### src/rtl/channel_dq_arbiter.sv
// channel_dq_arbiter: registered DQ/DQS arbiter between NUMRANK ranks and one shared channel DQ bus.
// Optional macro ARB_STATS_EN adds completed-burst counters rd_burst_cnt / wr_burst_cnt.
module channel_dq_arbiter #(
  parameter int NUMRANK       = 4,
  parameter int MEM_DATAWIDTH = 64,
  parameter int BURST_LENGTH  = 8,
  parameter int TURNAROUND    = 2,
  localparam int RW = (NUMRANK > 1) ? $clog2(NUMRANK) : 1
) (
  input  logic                               clk,
  input  logic                               rst_n,
  input  logic [NUMRANK-1:0]                 rank_rd_valid,
  input  logic [NUMRANK*MEM_DATAWIDTH-1:0]   rank_rd_data,
  input  logic [NUMRANK-1:0]                 rank_wr_valid,
  input  logic [MEM_DATAWIDTH-1:0]           dq_in,
  input  logic [MEM_DATAWIDTH/8-1:0]         dm_n_in,
  input  logic                               err_clear,
  output logic [MEM_DATAWIDTH-1:0]           dq_out,
  output logic                               dq_oe,
  output logic                               dqs_t,
  output logic                               dqs_c,
  output logic                               dqs_oe,
  output logic [NUMRANK*MEM_DATAWIDTH-1:0]   rank_wr_data,
  output logic [NUMRANK*MEM_DATAWIDTH/8-1:0] rank_wr_strb,
  output logic [NUMRANK-1:0]                 rank_wr_en,
  output logic [RW-1:0]                      active_rank,
  output logic [1:0]                         bus_state,
`ifdef ARB_STATS_EN
  output logic [31:0]                        rd_burst_cnt,
  output logic [31:0]                        wr_burst_cnt,
`endif
  output logic                               err_collision,
  output logic                               err_short,
  output logic                               err_turnaround
);

  localparam int W  = MEM_DATAWIDTH;
  localparam int MW = MEM_DATAWIDTH / 8;
  localparam int CW = $clog2(BURST_LENGTH);
  localparam int GW = (TURNAROUND > 1) ? $clog2(TURNAROUND) : 1;

  // IDLE: arbitrate | RD: owner drives DQ | WR: controller writes owner | GAP: turnaround
  typedef enum logic [1:0] {S_IDLE = 2'd0, S_RD = 2'd1, S_WR = 2'd2, S_GAP = 2'd3} state_t;

  state_t            state;
  logic [RW-1:0]     owner;
  logic [CW-1:0]     beat_cnt;
  logic [GW-1:0]     gap_cnt;
  logic [NUMRANK-1:0] valid_vec, owner_mask;
  logic [RW-1:0]     grant_idx, beat_idx;
  logic any_valid, multi_valid, grant_rd, own_v, beat_go, beat_rd, burst_done;
  logic coll_evt, short_evt, ta_evt;

  assign valid_vec   = rank_rd_valid | rank_wr_valid;
  assign any_valid   = |valid_vec;
  assign multi_valid = (valid_vec & (valid_vec - NUMRANK'(1))) != '0;
  assign owner_mask  = NUMRANK'(1) << owner;
  assign bus_state   = state;
  assign active_rank = owner;

  always_comb begin
    grant_idx = '0;
    for (int i = NUMRANK - 1; i >= 0; i--)
      if (valid_vec[i]) grant_idx = RW'(i);
  end

  assign grant_rd = rank_rd_valid[grant_idx];

  always_comb begin
    own_v     = 1'b0;
    beat_go   = 1'b0;
    beat_rd   = 1'b0;
    beat_idx  = owner;
    coll_evt  = 1'b0;
    short_evt = 1'b0;
    ta_evt    = 1'b0;
    case (state)
      S_IDLE: begin
        beat_go  = any_valid;
        beat_rd  = grant_rd;
        beat_idx = grant_idx;
        coll_evt = multi_valid;
      end
      S_RD, S_WR: begin
        own_v     = (state == S_RD) ? rank_rd_valid[owner] : rank_wr_valid[owner];
        beat_go   = own_v;
        beat_rd   = (state == S_RD);
        coll_evt  = |(valid_vec & ~owner_mask);
        short_evt = !own_v && (beat_cnt != '0);
      end
      default: ta_evt = any_valid;
    endcase
  end

  assign burst_done = own_v && (beat_cnt == CW'(BURST_LENGTH - 1));

  always_ff @(posedge clk) begin
    if (!rst_n) begin
      state          <= S_IDLE;
      owner          <= '0;
      beat_cnt       <= '0;
      gap_cnt        <= '0;
      dq_out         <= '0;
      dq_oe          <= 1'b0;
      dqs_oe         <= 1'b0;
      dqs_t          <= 1'b0;
      dqs_c          <= 1'b1;
      rank_wr_data   <= '0;
      rank_wr_strb   <= '1;
      rank_wr_en     <= '0;
      err_collision  <= 1'b0;
      err_short      <= 1'b0;
      err_turnaround <= 1'b0;
    end else begin
      dq_out       <= '0;
      dq_oe        <= 1'b0;
      dqs_oe       <= 1'b0;
      dqs_t        <= 1'b0;
      dqs_c        <= 1'b1;
      rank_wr_data <= '0;
      rank_wr_strb <= '1;
      rank_wr_en   <= '0;

      if (beat_go) begin
        if (beat_rd) begin
          dq_out <= rank_rd_data[beat_idx*W +: W];
          dq_oe  <= 1'b1;
          dqs_oe <= 1'b1;
          // A fresh grant restarts the strobe high; continuing beats toggle it.
          dqs_t  <= (state == S_IDLE) ? 1'b1 : ~dqs_t;
          dqs_c  <= (state == S_IDLE) ? 1'b0 : dqs_t;
        end else begin
          rank_wr_data[beat_idx*W +: W]   <= dq_in;
          rank_wr_strb[beat_idx*MW +: MW] <= dm_n_in;
          rank_wr_en[beat_idx]            <= 1'b1;
        end
      end

      case (state)
        S_IDLE: begin
          if (any_valid) begin
            owner    <= grant_idx;
            state    <= grant_rd ? S_RD : S_WR;
            beat_cnt <= CW'(1);
          end
        end
        S_RD, S_WR: begin
          if (own_v) begin
            beat_cnt <= burst_done ? '0 : beat_cnt + CW'(1);
          end else begin
            beat_cnt <= '0;
            if (TURNAROUND > 0) begin
              state   <= S_GAP;
              gap_cnt <= GW'((TURNAROUND > 0) ? TURNAROUND - 1 : 0);
            end else begin
              state <= S_IDLE;
            end
          end
        end
        default: begin
          if (gap_cnt == '0) state <= S_IDLE;
          else gap_cnt <= gap_cnt - GW'(1);
        end
      endcase

      err_collision  <= (err_collision  & ~err_clear) | coll_evt;
      err_short      <= (err_short      & ~err_clear) | short_evt;
      err_turnaround <= (err_turnaround & ~err_clear) | ta_evt;
    end
  end

`ifdef ARB_STATS_EN
  always_ff @(posedge clk) begin
    if (!rst_n) begin
      rd_burst_cnt <= '0;
      wr_burst_cnt <= '0;
    end else if (burst_done) begin
      if (state == S_RD) rd_burst_cnt <= rd_burst_cnt + 32'd1;
      else wr_burst_cnt <= wr_burst_cnt + 32'd1;
    end
  end
`endif

endmodule

### config.mk
export PLATFORM = sky130hd
export DESIGN_NAME = channel_dq_arbiter
export DESIGN_NICKNAME = d
export VERILOG_FILES = /design/src/rtl/channel_dq_arbiter.sv
export SDC_FILE = /design/constraint.sdc
export NUM_CORES = 1
export LEC_CHECK = 0
export CAP_MARGIN = 5
export CORE_AREA = 2 2 276 278
export CTS_CLUSTER_DIAMETER = 200
export CTS_CLUSTER_SIZE = 10
export DETAILED_ROUTE_END_ITERATION = 6
export DIE_AREA = 0 0 278 280
export DONT_BUFFER_PORTS = 1
export GPL_TIMING_DRIVEN = 0
export PLACE_DENSITY = 0.35
export SYNTH_ARGS = -nofsm -noshare
export SYNTH_HDL_FRONTEND = slang
export SYNTH_SLANG_ARGS = --single-unit
### constraint.sdc
create_clock -name clk -period 5.6 [get_ports clk]
set_input_delay 1.12 -clock clk [delete_from_list [all_inputs] [get_ports clk]]
set_output_delay 1.12 -clock clk [all_outputs]
set_load 0.1 [all_outputs]
Yosys cells after proc, flatten, opt, wreduce, memory -nomap -nowiden
Index checks and enable logic that the tools add are counted.
W data, S select, Z words.
{ "op_classes": {"n_addsub": 5, "order_cmp": 4, "eq_ne": 6, "n_shift": 6, "n_mux": 35, "bitwise": 18, "n_reduce_logical": 19} }
{ "ops": {"columns": ["cell", "n"], "rows": [
  ["$and A256 B256 Y256", 1],
  ["$shift A64 B34 Y256 const A", 1],
  ["$shiftx A256 B9 Y64", 1],
  ["$shiftx A64 B34 Y256", 1],
  ["$neg A5 Y34", 1],
  ["$neg A8 Y34", 1],
  ["$shift A8 B34 Y32 const A", 1],
  ["$shiftx A8 B34 Y32", 1],
  ["$not A32 Y32", 1],
  ["$or A32 B32 Y32", 1],
  ["$mux W2", 9],
  ["$mux W1", 13],
  ["$lt A2 B3 Y1 const B", 3],
  ["$mux W3", 3],
  ["$and A4 B4 Y4", 2],
  ["$pmux W1 S2", 4],
  ["$reduce_and A2 Y1", 4],
  ["$reduce_or A4 Y1", 2],
  ["$bmux W1 S2", 3],
  ["$pmux W3 S2", 1],
  ["$reduce_and A3 Y1", 2],
  ["$reduce_or A3 Y1", 2],
  ["$not A1 Y1", 5],
  ["$ne A2 B2 Y1 const B", 2],
  ["other kinds (22)", 28]
]} }
{ "word_totals": {"register_bits": 370, "out_inout_bits": 367} }

Longest topological paths before layout
{ "depth": {"word_depth": 10, "depth_mapped": 10, "ltp_nobuf": 7} }

Worst setup path after synthesis
No wires, ideal clock.
{ "synth_path": {"kind": "in2reg", "from": "in rank_rd_valid[2]", "to": "reg dq_out[32]", "setup_ns": 0.148, "arrival_time_ns": 2.938, "required_ns": 5.452, "path_slack_ns": 2.514, "path_stages": 8, "n_path_buf": 3, "cell_sequence": "or4_1 -> a221oi_2 -> o32a_1 -> or3_1 -> clkbuf_1 -> buf_2 -> buf_2 -> a221oi_2"} }
{ "synth_between": {"elab_chain_len": 8, "elab_cells_between_ends": 15, "cone_classes": "1 x shift; 11 x mux; 1 x bitwise; 2 x reduce/logical"} }
{ "synth_rtl": {"columns": ["item", "line_no", "text"], "rows": [
  ["from (decl)", "12", "input logic [NUMRANK-1:0] rank_rd_valid,"],
  ["parallel branches: the longest is 8 deep, another holds $shiftx A256 B9 Y64", null, null],
  ["to (signal assigned)", "126", "dq_out <= rank_rd_data[beat_idx*W +: W];"],
  ["to (decl)", "18", "output logic [MEM_DATAWIDTH-1:0] dq_out,"]
]} }
Parallel ways; which one is timed is not known. The select of a mux whose other input is x is not followed.
A chain may end at the register's enable or synchronous reset.

Worst setup path after layout
{ "layout_path": {"from": "reg state[0] (netlist: bus_state[0])", "to": "reg dq_out[57]"} }
{ "layout_between": {"elab_chain_len": 4, "elab_cells_between_ends": 10, "cone_classes": "2 x eq/ne; 1 x shift; 4 x mux; 3 x reduce/logical"} }
{ "layout_rtl": {"columns": ["item", "line_no", "text"], "rows": [
  ["from (decl)", "45", "state_t state;"],
  ["from (signal assigned)", "143", "state <= grant_rd ? S_RD : S_WR;"],
  ["parallel branches: the longest is 4 deep, another holds $shiftx A256 B9 Y64", null, null]
]} }
Parallel ways; which one is timed is not known.

==> impl_metrics.ini <==
[critical_path]
cpPeakStageDelay_ps = 1190
critPathBufInv = 4
worstReg2RegEnd = dq_out[57]$_SDFF_PN0_
cp.arrival_ps = 5120
rr_startpoint = bus_state[0]$_SDFFE_PN0P_
r2r_setup_slack_ps = 890
critical_path_class = reg2reg
crit_top_cell = clkbuf_1
crit_slowest_cell = dfxtp_1
cp_max_fo = 10
cp-start-kind = register
crit_chain = inv_1, ha_1, clkbuf_1, a31oi_1, clkbuf_1, clkbuf_1, a21oi_1, a221oi_1
reg2regPathDepth = 8
worstPathRequired_ps = 6010
end_kind = register
cpLargestDelayFamily = buffers and inverters

[global_routing]
grt_max_degree = 14
grt_pass1_wl_um = 80900
grt_usage_pct = 14.7
antenna_found_initial = 11
overflow = 0
grt_pass1_vias = 9814

[synthesis]
ys_seq_elements = 370
syn_nets = 1478
yosysWarnings = 0
netlist_area_mm2 = 0.0123
synth_edf_count = 0
async_reset_ff_share_pct = 0
yosysSeqAreaShare_pct = 60.1
synth_top_flop_cell = dfxtp_1
avgSynthCellArea_um2 = 10.9
synthCells = 1132
synth_cell_type_count = 40

[pwr]
internal-power_uw = 4850
p_comb_share_pct = 19.1
irDropWorstVdd_uv = 299
power_density_mw_per_mm2 = 677
p_sw_uw = 5140
leakage_uw = 0.00616
clkPwrFrac_pct = 24.4
power.total_uw = 9990
swShare_pct = 51.4
p_seq_share_pct = 56.5

[clock_network]
cts_tree = yes
cts_made_buffers = 42
cts_hold_buf = 0
clk_path_buf_depth = 3
cts.sinks = 370
worstSkewPairLatency_ps = 600
postCtsSetupBuffers = 0
cts_max_level = 2
cts_resized = 0
cts_root_buf = clkbuf_16
clk_pin_slew_worst_paths_ps = 60

[min_path]
holdPathEnd = beat_cnt[2]$_SDFFE_PN0P_
holdPathStages = 2
min_path_type = reg2reg
hold_start = beat_cnt[2]$_SDFFE_PN0P_

[timing]
post-route-period-util_pct = 84.1
setup_viol = 0
hold_viol = 0
finalCriticalPeriod_ps = 4710
finalSetupTns_ps = 0
rsz0062_at_grt = false
tightest_slew_ps = 1320
max-slew-margin-rel_pct = 12.2
fmax_ghz = 0.212
skew_ps = 33.4
drv_slew = 0

[die]
fp-row-count = 101
fp.dieW_um = 278
pin_count = 706
die-height_um = 280
coreArea_mm2 = 0.0752
dieArea_mm2 = 0.0778
start_util_pct = 16.4

[detailed_routing]
drt_iter0_drc = 450
drc = 0
vias = 9215
routed_wl_um = 59700
firstDrtPassIters = 4
viasPerCell = 4.25
final_antenna_net_count = 0
wire_per_inst_um = 27.5

[place]
io_buffers = 0
finalWeightedCongestion = 0.859
post_dp_cell_area_mm2 = 0.0136
dpl.hpwl_um = 47900

[layout]
fill_cells = 8223
drive_gt1_share_pct = 10.8
fin_util_pct = 19.6
nets = 1526
multi_input_area_mm2 = 0.00444
seqCellArea_mm2 = 0.00741
design_area_mm2 = 0.0148
area_delta_synth_final_pct = 19.7

[outcome]
status = finished, final reports clean

[flow_run]
drv_cap = 0
==> worst max path at each step <==
stage	slack, ps	to	start	depth (start not counted)
floorplan	2510	dq_out[32]$_SDFF_PN0_	rank_rd_valid[2]	8
global placement	730	dq_out[57]$_SDFF_PN0_	bus_state[0]$_SDFFE_PN0P_	8
detailed placement	690	dq_out[57]$_SDFF_PN0_	bus_state[0]$_SDFFE_PN0P_	8
CTS	650	dq_out[57]$_SDFF_PN0_	bus_state[0]$_SDFFE_PN0P_	8
global route	400	dq_out[57]$_SDFF_PN0_	bus_state[0]$_SDFFE_PN0P_	8
finish	890	dq_out[57]$_SDFF_PN0_	bus_state[0]$_SDFFE_PN0P_	8
==> cell usage in the layout (no fill, tap or decap), types with 4 or more instances in the layout <==
master / netlist / final
a21oi_1: 77 / 77
a221oi_1: 34 / 34
a221oi_2: 31 / 31
and3_1: 257 / 257
buf_2: 39 / 39
clkbuf_1: 59 / 60
clkbuf_16: 0 / 42
dfxtp_1: 370 / 370
diode_2: 0 / 9
ha_1: 7 / 7
inv_1: 10 / 10
mux2i_1: 68 / 68
nand2_1: 78 / 78
nor2_1: 19 / 19
nor3_1: 4 / 4
o21ai_0: 7 / 7
or3_1: 33 / 33
==> state kept, by name (all words and copies together) (netlist names) <==
| name | cells |
|---|---|
| active_rank | 2 |
| beat_cnt | 3 |
| bus_state | 2 |
| dq_out | 64 |
| dqs_c | 1 |
| dqs_oe | 1 |
| dqs_t | 1 |
| err_collision | 1 |
| err_short | 1 |
| err_turnaround | 1 |
| gap_cnt | 1 |
| rank_wr_data | 256 |
| rank_wr_en | 4 |
| rank_wr_strb | 32 |
==> logic make-up after synthesis <==
logic type               share of synthesized area (%)
AND/OR/NAND/NOR                                   18.7
flip-flops                                        60.1
AO/OA/AOI/OAI                                     10.8
buffers and inverters                             3.90
multiplexers                                      5.79
adder cells (fa/ha/maj)                          0.792
==> area by class of cell <==
type                       count  share of cell area (%)
timing repair buffer           4                   0.314
buffer                       101                    2.98
sequential                   370                    50.2
clock buffer                  42                    7.12
clock inverter                 3                   0.543
tap                          978                    8.29
inverter                      11                   0.280
antenna                        9                   0.153
multi-input combinational    650                    30.1
==> synthesized netlist by cell type (10+ instances only) <==
cell type,number,share of area (%)
dfxtp_1,370,60
and3_1,257,13
nand2_1,78,2.4
a21oi_1,77,3.1
mux2i_1,68,5.5
clkbuf_1,59,1.8
buf_2,39,1.6
a221oi_1,34,2.4
or3_1,33,1.7
a221oi_2,31,3.8
nor2_1,19,0.58
inv_1,10,0.30
==> power groups by stage <==
stage | sequential (µW) | combinational (µW) | clock, µW
2_1_floorplan | 5580 | 1150 | 0
3_3_place_gp | 5740 | 1890 | 0
3_5_place_dp | 5720 | 1910 | 0
4_1_cts | 5680 | 1920 | 2530
5_1_grt | 5680 | 2100 | 2620
6_report | 5650 | 1900 | 2440
==> tightest hold or removal path, cell delays in order, from the launching register on <==
cell     delay [ps]
dfxtp_1         320
o21ai_0          70
a21oi_1          60
==> stage by stage <==
stage | hold slack [ps] | setup WS (ps) | std cells
5_1_grt | 521 | 395 | 2166
4_1_cts | 501 | 654 | 2156
3_5_place_dp | 490 | 694 | 2111
2_1_floorplan | 464 | 2510 | 1132
6_report | 498 | 891 | 2168
3_3_place_gp | 495 | 731 | 2110
==> metal layers <==
metal | track usage (%) | vias to the layer above | share of wire [%]
li1 | - | 4122 | -
met1 | 15.5 | 4500 | 37
met2 | 27.5 | 507 | 52
met3 | 4.43 | 86 | 7.4
met4 | 5.07 | 0 | 3.1
met5 | 0 | - | 0
Power figures use the tool's default switching activity.
